$ cat src/rtl/cntr_ctrl_pkg.sv
// cntr_ctrl_pkg: shared state encoding and default sizing for the run controller
package cntr_ctrl_pkg;
  typedef enum logic [1:0] {IDLE = 2'd0, RUN = 2'd1, PAUSE = 2'd2, DONE = 2'd3} ctrl_state_e;
  localparam int DEF_PRESCALE = 4;
  localparam int DEF_MAX_LAPS = 10;
  localparam int DEF_LAP_W = 4;
  typedef struct packed {
    logic [$clog2(DEF_PRESCALE)-1:0] psc;
    logic [DEF_LAP_W-1:0] laps;
    ctrl_state_e st;
  } ctrl_regs_t;
endpackage

$ cat src/rtl/rise_edge_det.sv
// rise_edge_det: one-cycle rising-edge flag from a level, history reg reset to RST_VAL
module rise_edge_det #(
  parameter logic RST_VAL = 1'b0
) (
  input  logic clk,
  input  logic rst,
  input  logic i_lvl,
  output logic o_edge
);
  logic prev;
  always_ff @(posedge clk or negedge rst)
    if (!rst) prev <= RST_VAL;
    else prev <= i_lvl;
  assign o_edge = i_lvl & ~prev;
endmodule

$ cat src/rtl/cntr_run_ctrl.sv
// cntr_run_ctrl: start/stop/clear run controller producing prescaled enable ticks and counting laps
module cntr_run_ctrl
  import cntr_ctrl_pkg::*;
#(
  parameter int PRESCALE = DEF_PRESCALE,
  parameter int MAX_LAPS = DEF_MAX_LAPS,
  parameter int LAP_W = DEF_LAP_W
) (
  input  logic             clk,
  input  logic             rst,
  input  logic             i_start,
  input  logic             i_stop,
  input  logic             i_clear,
  input  logic             i_ovf,
  output logic             o_enb,
  output logic             o_clr,
  output logic [LAP_W-1:0] o_laps,
  output logic             o_done,
  output logic [1:0]       o_state
);
  localparam int PW = $clog2(PRESCALE);
  localparam logic [PW-1:0] PSC_TOP = PW'(PRESCALE - 1);
  localparam logic [LAP_W-1:0] LAP_LAST = LAP_W'(MAX_LAPS - 1);
  localparam logic [LAP_W-1:0] LAP_MAX = LAP_W'(MAX_LAPS);
  typedef struct packed {
    logic [PW-1:0] psc;
    logic [LAP_W-1:0] laps;
    ctrl_state_e st;
  } regs_t;
  regs_t q;
  logic start_e, stop_e, clear_e, ovf_e, lap, fin, wrap;
  // Button histories reset high so a button held through reset release is not an edge.
  rise_edge_det #(.RST_VAL(1'b1)) u_start (.clk(clk), .rst(rst), .i_lvl(i_start), .o_edge(start_e));
  rise_edge_det #(.RST_VAL(1'b1)) u_stop  (.clk(clk), .rst(rst), .i_lvl(i_stop),  .o_edge(stop_e));
  rise_edge_det #(.RST_VAL(1'b1)) u_clear (.clk(clk), .rst(rst), .i_lvl(i_clear), .o_edge(clear_e));
  rise_edge_det #(.RST_VAL(1'b0)) u_ovf   (.clk(clk), .rst(rst), .i_lvl(i_ovf),   .o_edge(ovf_e));
  assign lap = ovf_e & (q.st == RUN || q.st == PAUSE);
  assign fin = lap & (q.laps == LAP_LAST);
  assign wrap = q.psc == PSC_TOP;
  always_ff @(posedge clk or negedge rst)
    if (!rst) begin
      q <= '{psc: '0, laps: '0, st: IDLE};
      o_enb <= 1'b0;
      o_clr <= 1'b0;
    end else begin
      o_clr <= clear_e;
      o_enb <= 1'b0;
      if (clear_e) q <= '{psc: '0, laps: '0, st: IDLE};
      else if (fin) begin
        q.laps <= LAP_MAX;
        q.st <= DONE;
      end else begin
        if (lap) q.laps <= q.laps + 1'b1;
        case (q.st)
          IDLE: if (start_e) begin
            q.st <= RUN;
            q.psc <= '0;
          end
          RUN: if (stop_e) q.st <= PAUSE;
          else begin
            q.psc <= wrap ? '0 : q.psc + 1'b1;
            o_enb <= wrap;
          end
          PAUSE: if (start_e && !stop_e) q.st <= RUN;
          default: ;
        endcase
      end
    end
  assign o_laps = q.laps;
  assign o_state = q.st;
  assign o_done = q.st == DONE;
endmodule

$ cat config.mk
export PLATFORM = sky130hd
export DESIGN_NAME = cntr_run_ctrl
export DESIGN_NICKNAME = d
export VERILOG_FILES = /design/src/rtl/cntr_ctrl_pkg.sv /design/src/rtl/rise_edge_det.sv /design/src/rtl/cntr_run_ctrl.sv
export SDC_FILE = /design/constraint.sdc
export NUM_CORES = 1
export LEC_CHECK = 0
export BUFFER_PORTS_ARGS = -buffer_cell sky130_fd_sc_hd__buf_2
export CORE_ASPECT_RATIO = 0.9
export CORE_MARGIN = 4
export CORE_UTILIZATION = 35
export DETAILED_ROUTE_END_ITERATION = 10
export SLEW_MARGIN = 20
export SYNTH_ARGS = -nofsm -noshare
export SYNTH_HDL_FRONTEND = slang
export SYNTH_SLANG_ARGS = --single-unit
$ cat constraint.sdc
create_clock -name clk -period 1.64 [get_ports clk]
set_input_delay 0.164 -clock clk [delete_from_list [all_inputs] [get_ports clk]]
set_output_delay 0.164 -clock clk [all_outputs]
set_load 0.005 [all_outputs]
==> results of run 1 <==
cell families (layout without fill, tap and decap cells):
group / Yosys count / after routing / synth area share, %
XOR/XNOR: 2 / 2 / 2.16
AO/OA/AOI/OAI: 16 / 16 / 11.3
adder cells (fa/ha/maj): 8 / 8 / 12.4
flip-flops: 14 / 14 / 43.7
buffers and inverters: 12 / 44 / 8.81
AND/OR/NAND/NOR: 28 / 28 / 21.6
registers in the layout (all words and copies together), names as in the netlist:
signal        count
o_state           2
o_clr             1
o_laps            4
q                 2
u_ovf.prev        1
u_clear.prev      1
o_enb             1
u_stop.prev       1
u_start.prev      1
area by class of cell:
| cell class | count | area, um2 | share of cell area (%) |
|---|---|---|---|
| Timing Repair Buffer | 35 | 262 | 23.0 |
| Sequential cell | 14 | 355 | 31.2 |
| Tap cell | 27 | 33.8 | 2.97 |
| Inverter | 5 | 18.8 | 1.65 |
| Clock buffer | 4 | 26.3 | 2.31 |
| Multi-Input combinational cell | 54 | 442 | 38.8 |
per-layer routing:
layer | wire [um] | vias to the layer above | global-route usage, %
li1 | - | 334 | -
met1 | 771 | 311 | 16.4
met2 | 838 | 12 | 19.1
met3 | 63 | 2 | 3.60
met4 | 13 | 0 | 3.40
met5 | 0 | - | 0
repair_timing:
item | CTS | global route
cloned | 0 | 0
pin swaps | 5 | 2
resized for setup | 4 | 6
hold buffers | 4 | 0
endpoints found under the setup margin | 4 | 5
endpoints found under the hold margin | 14 | 0
buffers inserted | 0 | 1
placed cells by master, fill, tap and decap left out, types with 3 or more instances in the layout:
| cell type | count |
|---|---|
| a21oi_1 | 5 |
| nor2_1 | 5 |
| dlygate4sd3_1 | 4 |
| dfrtp_1 | 10 |
| nor3_1 | 4 |
| buf_4 | 13 |
| nand2_1 | 3 |
| o21ai_0 | 6 |
| dfstp_2 | 3 |
| buf_2 | 14 |
| ha_4 | 3 |
| ha_1 | 5 |
| buf_6 | 3 |
| clkbuf_4 | 3 |
stage by stage:
step	setup TNS, ps	cells	hold slack [ps]	power, mW
2_1_floorplan	-177	80	-132	0.922
3_3_place_gp	-381	130	79.1	1.22
3_5_place_dp	-502	130	85.9	1.24
4_1_cts	-128	138	32.2	1.49
5_1_grt	-280	139	25.5	1.70
6_report	-87.3	139	47.9	1.56
Yosys cell counts:
master | count | share of area, %
a211o_1 | 1 | 1.1
a211oi_1 | 2 | 1.9
a21boi_0 | 1 | 0.93
a21oi_1 | 6 | 3.7
and3b_1 | 1 | 1.1
and4b_1 | 2 | 2.5
buf_4 | 7 | 6.5
clkinv_1 | 1 | 0.46
dfrtp_1 | 11 | 34
dfstp_2 | 3 | 9.7
ha_1 | 8 | 12
inv_1 | 4 | 1.9
nand2_1 | 3 | 1.4
nand2b_1 | 2 | 1.5
nand3_1 | 2 | 1.2
nand3b_4 | 1 | 2.5
nor2_1 | 5 | 2.3
nor2b_1 | 1 | 0.77
nor3_1 | 6 | 3.7
o21ai_0 | 6 | 3.7
or2b_2 | 2 | 2.2
or3_1 | 2 | 1.5
or4_1 | 1 | 0.93
xnor2_1 | 1 | 1.1
xor2_1 | 1 | 1.1
worst max-delay path, cell delays in order, from the launching register on:
cell	delay [ps]
dfrtp_2	430
buf_6	130
ha_4	160
and3b_1	160
a211o_1	260
or4_1	420
a21oi_2	130
how the worst max path moves through the flow:
stage                                      start          endpoint  slack [ps]  cells after the start
after CTS                 o_state[0]$_DFFE_PN0P_  q[6]$_DFFE_PN0P_         -80                      6
after detailed placement  o_state[0]$_DFFE_PN0P_  q[6]$_DFFE_PN0P_        -150                      6
final                     o_state[0]$_DFFE_PN0P_  q[6]$_DFFE_PN0P_         -90                      6
after global routing      o_state[1]$_DFFE_PN0P_  q[6]$_DFFE_PN0P_        -160                      7
after global placement    o_state[0]$_DFFE_PN0P_  q[6]$_DFFE_PN0P_        -140                      6
after floorplan           o_state[0]$_DFFE_PN0P_  q[7]$_DFFE_PN0P_         -50                      7
where the power goes:
part	switching, mW	internal [mW]
registers	0.0388	0.410
logic	0.409	0.492
clock network	0.112	0.0943
total	0.561	0.997
==> results.json, run 1 <==
{
  "status": "complete, but fails checks",
  "violations": "negative setup slack",
  "dr.pass1.iters": 4,
  "path_clk_slew_ps": 100,
  "vias": 659,
  "post_dp_cell_area_um2": 1000,
  "dpl.hpwl_mm": 1.24,
  "fin_skew_ps": 16.5,
  "grt_usage_pct": 12.2,
  "coreArea_um2": 2180,
  "crit_type": "reg2reg",
  "finalInstanceArea_um2": 1140,
  "synth-seq-area-share_pct": 43.7,
  "tritoncts.num_buffers": 3,
  "dieArea_um2": 3150,
  "worst_skew_pair.late_latency_ps": 280,
  "ir_drop_mv": 0.825,
  "die_w_um": 58.7,
  "wl_per_cell_um": 12.1,
  "worst_r2r_path_depth": 6,
  "arrival_ps": 1940,
  "leakagePower_nw": 0.544,
  "min_path_cells": 1,
  "fmaxAchievable_ghz": 0.579,
  "hp-class": "in2reg",
  "antenna_cells": 0,
  "final_core_util_pct": 52.1,
  "grt_pass1_vias": 625,
  "period_needed_ps": 1730,
  "io_pins": 15,
  "pre_cts_ws_ps": -146,
  "setup_viol": 1,
  "cts_root_buf": "clkbuf_4",
  "reg2reg_slack_ps": -90,
  "cellPowerDensity_nw_per_um2": 1370,
  "slew_violations": 0,
  "grt_first_pass_wirelength_mm": 2.84,
  "hold_start": "i_ovf",
  "grt_overflow": 0,
  "drtIter0Drc": 7,
  "hold_end": "u_ovf.prev$_DFF_PN0_",
  "rsz0062_at_grt": "yes",
  "nFillCells": 200,
  "nets": 127,
  "yosysUniqueCellTypes": 25,
  "cts-htree-levels": 1,
  "via_per_inst": 4.74,
  "worst_setup_path_end_kind": "flip-flop",
  "cp-start-kind": "flip-flop",
  "core.rowCount": 16,
  "final_layout_size_suffix_gt1_share_pct": 43.8,
  "antenna_left": 0,
  "portBuffers": 14,
  "drcViolationCount": 0,
  "ys_warn_count": 0,
  "cap_violations": 0,
  "worst_ep_required_time_ps": 1860,
  "hold_violations": 0,
  "worst_slack_ps": -87.3,
  "clockBufferDepth": 2,
  "r2r-start": "o_state[0]$_DFFE_PN0P_",
  "synth_fp_nets": 94,
  "worst_pin_slew_ps": 472,
  "syn_to_final_growth_pct": 40.5,
  "grt_max_degree": 15,
  "syn-cell-area_um2": 810,
  "start_util_pct": 37.1,
  "place_congestion": 0.725,
  "avgSynthCellArea_um2": 10.1,
  "die_y_um": 53.6,
  "path_max_fanout": 5,
  "fin_crit_sh_pct": 105,
  "wirelength_mm": 1.69,
  "synth-seq-cells": 14,
  "clkSinkCount": 14,
  "synthCells": 80,
  "slew_headroom_pct": 68.2,
  "r2r-end": "q[6]$_DFFE_PN0P_",
  "antenna_found_initial": 0,
  "cts_tree": "done"
}
Note: power is estimated with default switching activity, not from simulation.
==> run 2: changes to the inputs <==
--- a/config.mk
+++ b/config.mk
@@ -10,6 +10,7 @@
 export CORE_MARGIN = 4
 export CORE_UTILIZATION = 35
 export DETAILED_ROUTE_END_ITERATION = 10
+export PLACE_DENSITY = 0.68
 export SLEW_MARGIN = 20
 export SYNTH_ARGS = -nofsm -noshare
 export SYNTH_HDL_FRONTEND = slang
==> run 2 against run 1 <==
  * The run still ends with negative setup slack left
  * Fmax grew 0.95%
  * Non-clock buffer count shrank 1
  * Sequential power grew 4.7%
  * Clock-buffer cell count is the same
  * Combinational power grew 8.0%
  * Clock skew shrank 6.3 ps
  * Clock power is essentially flat
  * Critical endpoint unchanged
==> results.json, run 2 (same netlist as run 1, synthesis figures left out) <==
{
  "status": "complete, but fails checks",
  "violations": "negative setup slack",
  "fmaxAchievable_ghz": 0.584,
  "tritoncts.num_buffers": 3,
  "wirelength_mm": 1.78,
  "largest_register_ffs": 4,
  "final_layout_size_suffix_gt1_share_pct": 49.5,
  "mostFrequentLayoutCells": "buf_2, buf_4, dfrtp_1",
  "rsz0062_at_grt": "yes",
  "cellPowerDensity_nw_per_um2": 1430,
  "antenna_cells": 0,
  "worst_pin_slew_ps": 607,
  "cap_violations": 0,
  "path_clk_slew_ps": 90,
  "setup_viol": 3,
  "grt_first_pass_wirelength_mm": 2.80,
  "worst_setup_path_end_kind": "flip-flop",
  "syn_to_final_growth_pct": 42.5,
  "place_inst": 126,
  "fin_skew_ps": 10.2,
  "grt_overflow": 0,
  "ir_drop_mv": 0.921,
  "hp-class": "in2reg",
  "worst_skew_pair.late_latency_ps": 290,
  "nFillCells": 206,
  "drtIter0Drc": 9,
  "cts_root_buf": "clkbuf_4",
  "vias": 683,
  "wl_per_cell_um": 12.9,
  "worst_ep_required_time_ps": 1850,
  "die_y_um": 53.6,
  "io_pins": 15,
  "dieArea_um2": 3150,
  "grt_usage_pct": 12.2,
  "hold_violations": 0,
  "cts-htree-levels": 1,
  "cp-start-kind": "flip-flop",
  "dpl.hpwl_mm": 1.27,
  "coreArea_um2": 2180,
  "worst_slack_ps": -71.1,
  "leakagePower_nw": 0.544,
  "dr.pass1.iters": 2,
  "p_comb_share_pct": 59.1,
  "fin_tns_setup_ps": -115,
  "switchingPower_uw": 604,
  "fin_crit_sh_pct": 104,
  "nets": 126,
  "place_congestion": 0.760,
  "cts_tree": "done",
  "power.total_mw": 1.65,
  "start_util_pct": 37.1,
  "antenna_found_initial": 0,
  "antenna_left": 0,
  "grt_pass1_vias": 642,
  "die_w_um": 58.7,
  "clkSinkCount": 14,
  "core.rowCount": 16,
  "switching_share_pct": 36.6,
  "arrival_ps": 1920,
  "drcViolationCount": 0,
  "clockBufferDepth": 2,
  "layout_commonest_cell": "buf_2",
  "portBuffers": 14,
  "slew_violations": 0,
  "slew_headroom_pct": 59.1,
  "period_needed_ps": 1710,
  "pwr-share-seq_pct": 28.5,
  "path_max_fanout": 5,
  "grt_max_degree": 15,
  "p_clk_share_pct": 12.4,
  "hold_slack_ps": 40.0,
  "fin_cells": 138,
  "internal_power_mw": 1.04,
  "via_per_inst": 4.95,
  "crit_type": "reg2reg"
}
[run 2: what timing repair did]
| item | CTS | global route |
|---|---|---|
| hold endpoints to repair | 14 | 0 |
| gates cloned | 0 | 0 |
| resized for setup | 5 | 15 |
| setup endpoints to repair | 7 | 5 |
| hold buffers | 4 | 0 |
| pin swaps | 4 | 8 |
| setup buffers | 2 | 3 |
[run 2: final cells by class]
| class | count | area, um2 | area share [%] |
|---|---|---|---|
| Multi-Input combinational cell | 54 | 470 | 40.8 |
| Sequential cell | 14 | 355 | 30.8 |
| Timing Repair Buffer | 34 | 249 | 21.6 |
| Tap cell | 27 | 33.8 | 2.93 |
| Clock buffer | 4 | 26.3 | 2.28 |
| Inverter | 5 | 18.8 | 1.63 |
[run 2: worst paths after layout]
kind | from | to | slack (ps) | cells after the start
hold reg to reg | q[7]$_DFFE_PN0P_ | q[7]$_DFFE_PN0P_ | 570 | 2
hold / removal | i_ovf | u_ovf.prev$_DFF_PN0_ | 40 | 1
max in group asynchronous | rst | u_start.prev$_DFF_PN1_ | 1040 | 2
min in group asynchronous | rst | o_enb$_DFF_PN0_ | 300 | 2
setup / recovery | o_state[1]$_DFFE_PN0P_ | q[6]$_DFFE_PN0P_ | -70 | 7
setup reg to reg | o_state[1]$_DFFE_PN0P_ | q[6]$_DFFE_PN0P_ | -70 | 7
[run 2: power groups by stage]
stage	combinational [mW]	clock, mW	sequential [mW]
after CTS	0.793	0.213	0.470
after global routing	1.08	0.224	0.479
after floorplan	0.447	0	0.475
after global placement	0.674	0	0.471
after detailed placement	0.704	0	0.476
final	0.974	0.204	0.470
[run 2: metrics by stage]
step,utilization [%],instance area [um2],setup slack [ps]
detailed placement,44.4,970,-155
finish,52.9,1150,-71.1
global placement,44.4,970,-78.9
global route,52.9,1150,-138
CTS,49.2,1070,-53.7
floorplan,-,828,-53.8
[run 2: routing by layer]
metal / wire length (um) / part of all wire (%) / up-vias / GRT usage (%)
li1: - / - / 336 / -
met1: 772 / 43 / 334 / 13.8
met2: 903 / 51 / 9 / 20.8
met3: 79 / 4.4 / 4 / 5.04
met4: 22 / 1.2 / 0 / 4.53
met5: 0 / 0 / - / 0
[run 2: worst max-delay path: stages (launching register included)]
cell,delay (ps)
dfrtp_1,390
inv_2,120
ha_4,170
buf_6,100
nor2_2,30
a211o_1,280
or4_1,400
a21oi_1,140
==> run 3: changes to the inputs <==
--- a/config.mk
+++ b/config.mk
@@ -6,11 +6,15 @@
 export NUM_CORES = 1
 export LEC_CHECK = 0
 export BUFFER_PORTS_ARGS = -buffer_cell sky130_fd_sc_hd__buf_2
+export CELL_PAD_IN_SITES_DETAIL_PLACEMENT = 1
+export CELL_PAD_IN_SITES_GLOBAL_PLACEMENT = 2
 export CORE_ASPECT_RATIO = 0.9
 export CORE_MARGIN = 4
-export CORE_UTILIZATION = 35
+export CORE_UTILIZATION = 30
+export CTS_CLUSTER_SIZE = 20
 export DETAILED_ROUTE_END_ITERATION = 10
-export PLACE_DENSITY = 0.68
+export PLACE_DENSITY = 0.84
+export SKIP_LAST_GASP = 1
 export SLEW_MARGIN = 20
 export SYNTH_ARGS = -nofsm -noshare
 export SYNTH_HDL_FRONTEND = slang
==> run 3 against run 2 <==
  * The run still ends with negative setup slack left
  * Cell count grew 2.2%
  * Cell area shrank 3.6%
  * Via count grew 1.3%
  * Hold slack gained 2.8 ps
  * Clock skew shrank 0.52 ps
  * Clock power is essentially flat
  * Flip-flop and latch count is the same
  * Critical endpoint unchanged
  * Die area grew 14%
  * Sequential share of layout area grew 1.1 points
  * Global-route usage grew 0.43 points
==> results.json, run 3 (same netlist as run 1, synthesis figures left out) <==
{
  "cts_root_buf": "clkbuf_4",
  "fin_cells": 141,
  "pre_cts_ws_ps": -196,
  "cts_tree": "done",
  "clkSinkCount": 14,
  "switching_share_pct": 36.7,
  "tritoncts.num_buffers": 3,
  "hp-class": "in2reg",
  "antenna_left": 0,
  "grt_usage_pct": 12.6,
  "switchingPower_uw": 568,
  "crit_type": "reg2reg",
  "p_comb_share_pct": 57.6,
  "path_max_fanout": 4,
  "cts-htree-levels": 1,
  "grt_first_pass_wirelength_mm": 3.50,
  "layout_commonest_cell": "buf_4",
  "portBuffers": 14,
  "io_pins": 15,
  "cap_violations": 0,
  "worst_slack_ps": -101,
  "syn_to_final_growth_pct": 37.4,
  "cellPowerDensity_nw_per_um2": 1390,
  "status": "complete, but fails checks",
  "via_per_inst": 4.91,
  "rsz0062_at_grt": "yes",
  "grt_max_degree": 15,
  "ir_drop_mv": 0.483,
  "die_y_um": 57.3,
  "worst_ep_required_time_ps": 1840,
  "finalInstanceArea_um2": 1110,
  "worst_skew_pair.late_latency_ps": 280,
  "dieArea_um2": 3590,
  "worst_setup_path_end_kind": "flip-flop",
  "hold_start": "i_ovf",
  "antenna_found_initial": 0,
  "die_w_um": 62.8,
  "internal_power_uw": 978,
  "drcViolationCount": 0,
  "p_clk_share_pct": 13.3,
  "setup_viol": 4,
  "start_util_pct": 32.3,
  "slew_violations": 0,
  "clockBufferDepth": 2,
  "cp-start-kind": "flip-flop",
  "wirelength_mm": 2.09,
  "largest_register_ffs": 4,
  "grt_overflow": 0,
  "nets": 128,
  "path_clk_slew_ps": 90,
  "grt_pass1_vias": 742,
  "arrival_ps": 1950,
  "violations": "negative setup slack",
  "coreArea_um2": 2510,
  "antenna_cells": 0,
  "mostFrequentLayoutCells": "buf_4, buf_2, dfrtp_1",
  "place_congestion": 0.708,
  "dr.pass1.iters": 2,
  "wl_per_cell_um": 14.8,
  "pwr-share-seq_pct": 29.0,
  "post_dp_cell_area_um2": 1000,
  "core.rowCount": 17,
  "leakagePower_nw": 0.546,
  "cp-startpoint": "o_state[0]$_DFFE_PN0P_",
  "final_layout_size_suffix_gt1_share_pct": 42.5,
  "fin_skew_ps": 9.66,
  "worst_pin_slew_ps": 420,
  "fmaxAchievable_ghz": 0.574,
  "r2r-start": "o_state[0]$_DFFE_PN0P_",
  "vias": 692,
  "hold_violations": 0,
  "fin_crit_sh_pct": 106,
  "place_inst": 131,
  "slew_headroom_pct": 71.7,
  "drtIter0Drc": 1,
  "dpl.hpwl_mm": 1.51,
  "period_needed_ps": 1740
}
==> run 3: cell types whose count changed in the layout (fill, tap and decap cells not counted), sizes merged <==
cell	before	now
buf	30	32
==> run 3: power by group through the flow <==
stage               clock (mW)  combinational [mW]  sequential [mW]
floorplan                    0               0.447            0.475
global placement             0               0.756            0.447
detailed placement           0               0.791            0.452
CTS                      0.216               0.866            0.448
global route             0.231               0.995            0.455
finish                   0.206               0.891            0.449
==> run 3: critical path: stages (launching register included) <==
cell	delay (ps)
dfrtp_2	420
buf_6	120
ha_4	150
and3b_1	160
a211o_1	260
or4_4	420
a21oi_2	120
==> run 3: per-stage QoR <==
stage               util, %  hold WS [ps]  total power [mW]  TNS [ps]
floorplan                 -          -132             0.922      -177
global placement       39.9          82.7              1.20      -398
detailed placement     39.9          90.9              1.24      -723
CTS                    44.0          27.2              1.53      -274
global route           44.3          32.8              1.68      -665
finish                 44.3          42.7              1.55      -262
==> run 3: worst paths after layout <==
| kind | slack, ps | cells after the start | to |
|---|---|---|---|
| min in group asynchronous | 300 | 2 | o_clr$_DFF_PN0_ |
| hold / removal | 40 | 1 | u_ovf.prev$_DFF_PN0_ |
| setup reg to reg | -100 | 6 | q[6]$_DFFE_PN0P_ |
| max in group asynchronous | 1040 | 2 | u_stop.prev$_DFF_PN1_ |
| setup / recovery | -100 | 6 | q[6]$_DFFE_PN0P_ |
| hold reg to reg | 570 | 2 | q[7]$_DFFE_PN0P_ |
==> run 3: repair_timing <==
item | in CTS | in global routing
pin swaps | 3 | 1
endpoints found under the hold margin | 14 | 0
gates cloned | 0 | 0
setup endpoints to repair | 7 | 5
hold buffers | 4 | 0
gates resized for setup | 4 | 2
setup buffers | 2 | 0
==> run 3: final cells by class <==
class | instances | area [um2]
fill | 290 | 1400
multi-input combinational | 54 | 428
sequential | 14 | 355
timing repair buffer | 36 | 249
tap | 28 | 35.0
clock buffer | 4 | 26.3
inverter | 5 | 18.8
==> run 3: routing by layer <==
layer / vias to the layer above / wire [um] / share of wire (%) / track usage (%)
li1: 337 / - / - / -
met1: 347 / 902 / 43 / 14.8
met2: 8 / 1130 / 54 / 23.6
met3: 0 / 56 / 2.7 / 3.54
met4: 0 / 0 / 0 / 1.89
met5: - / 0 / 0 / 0
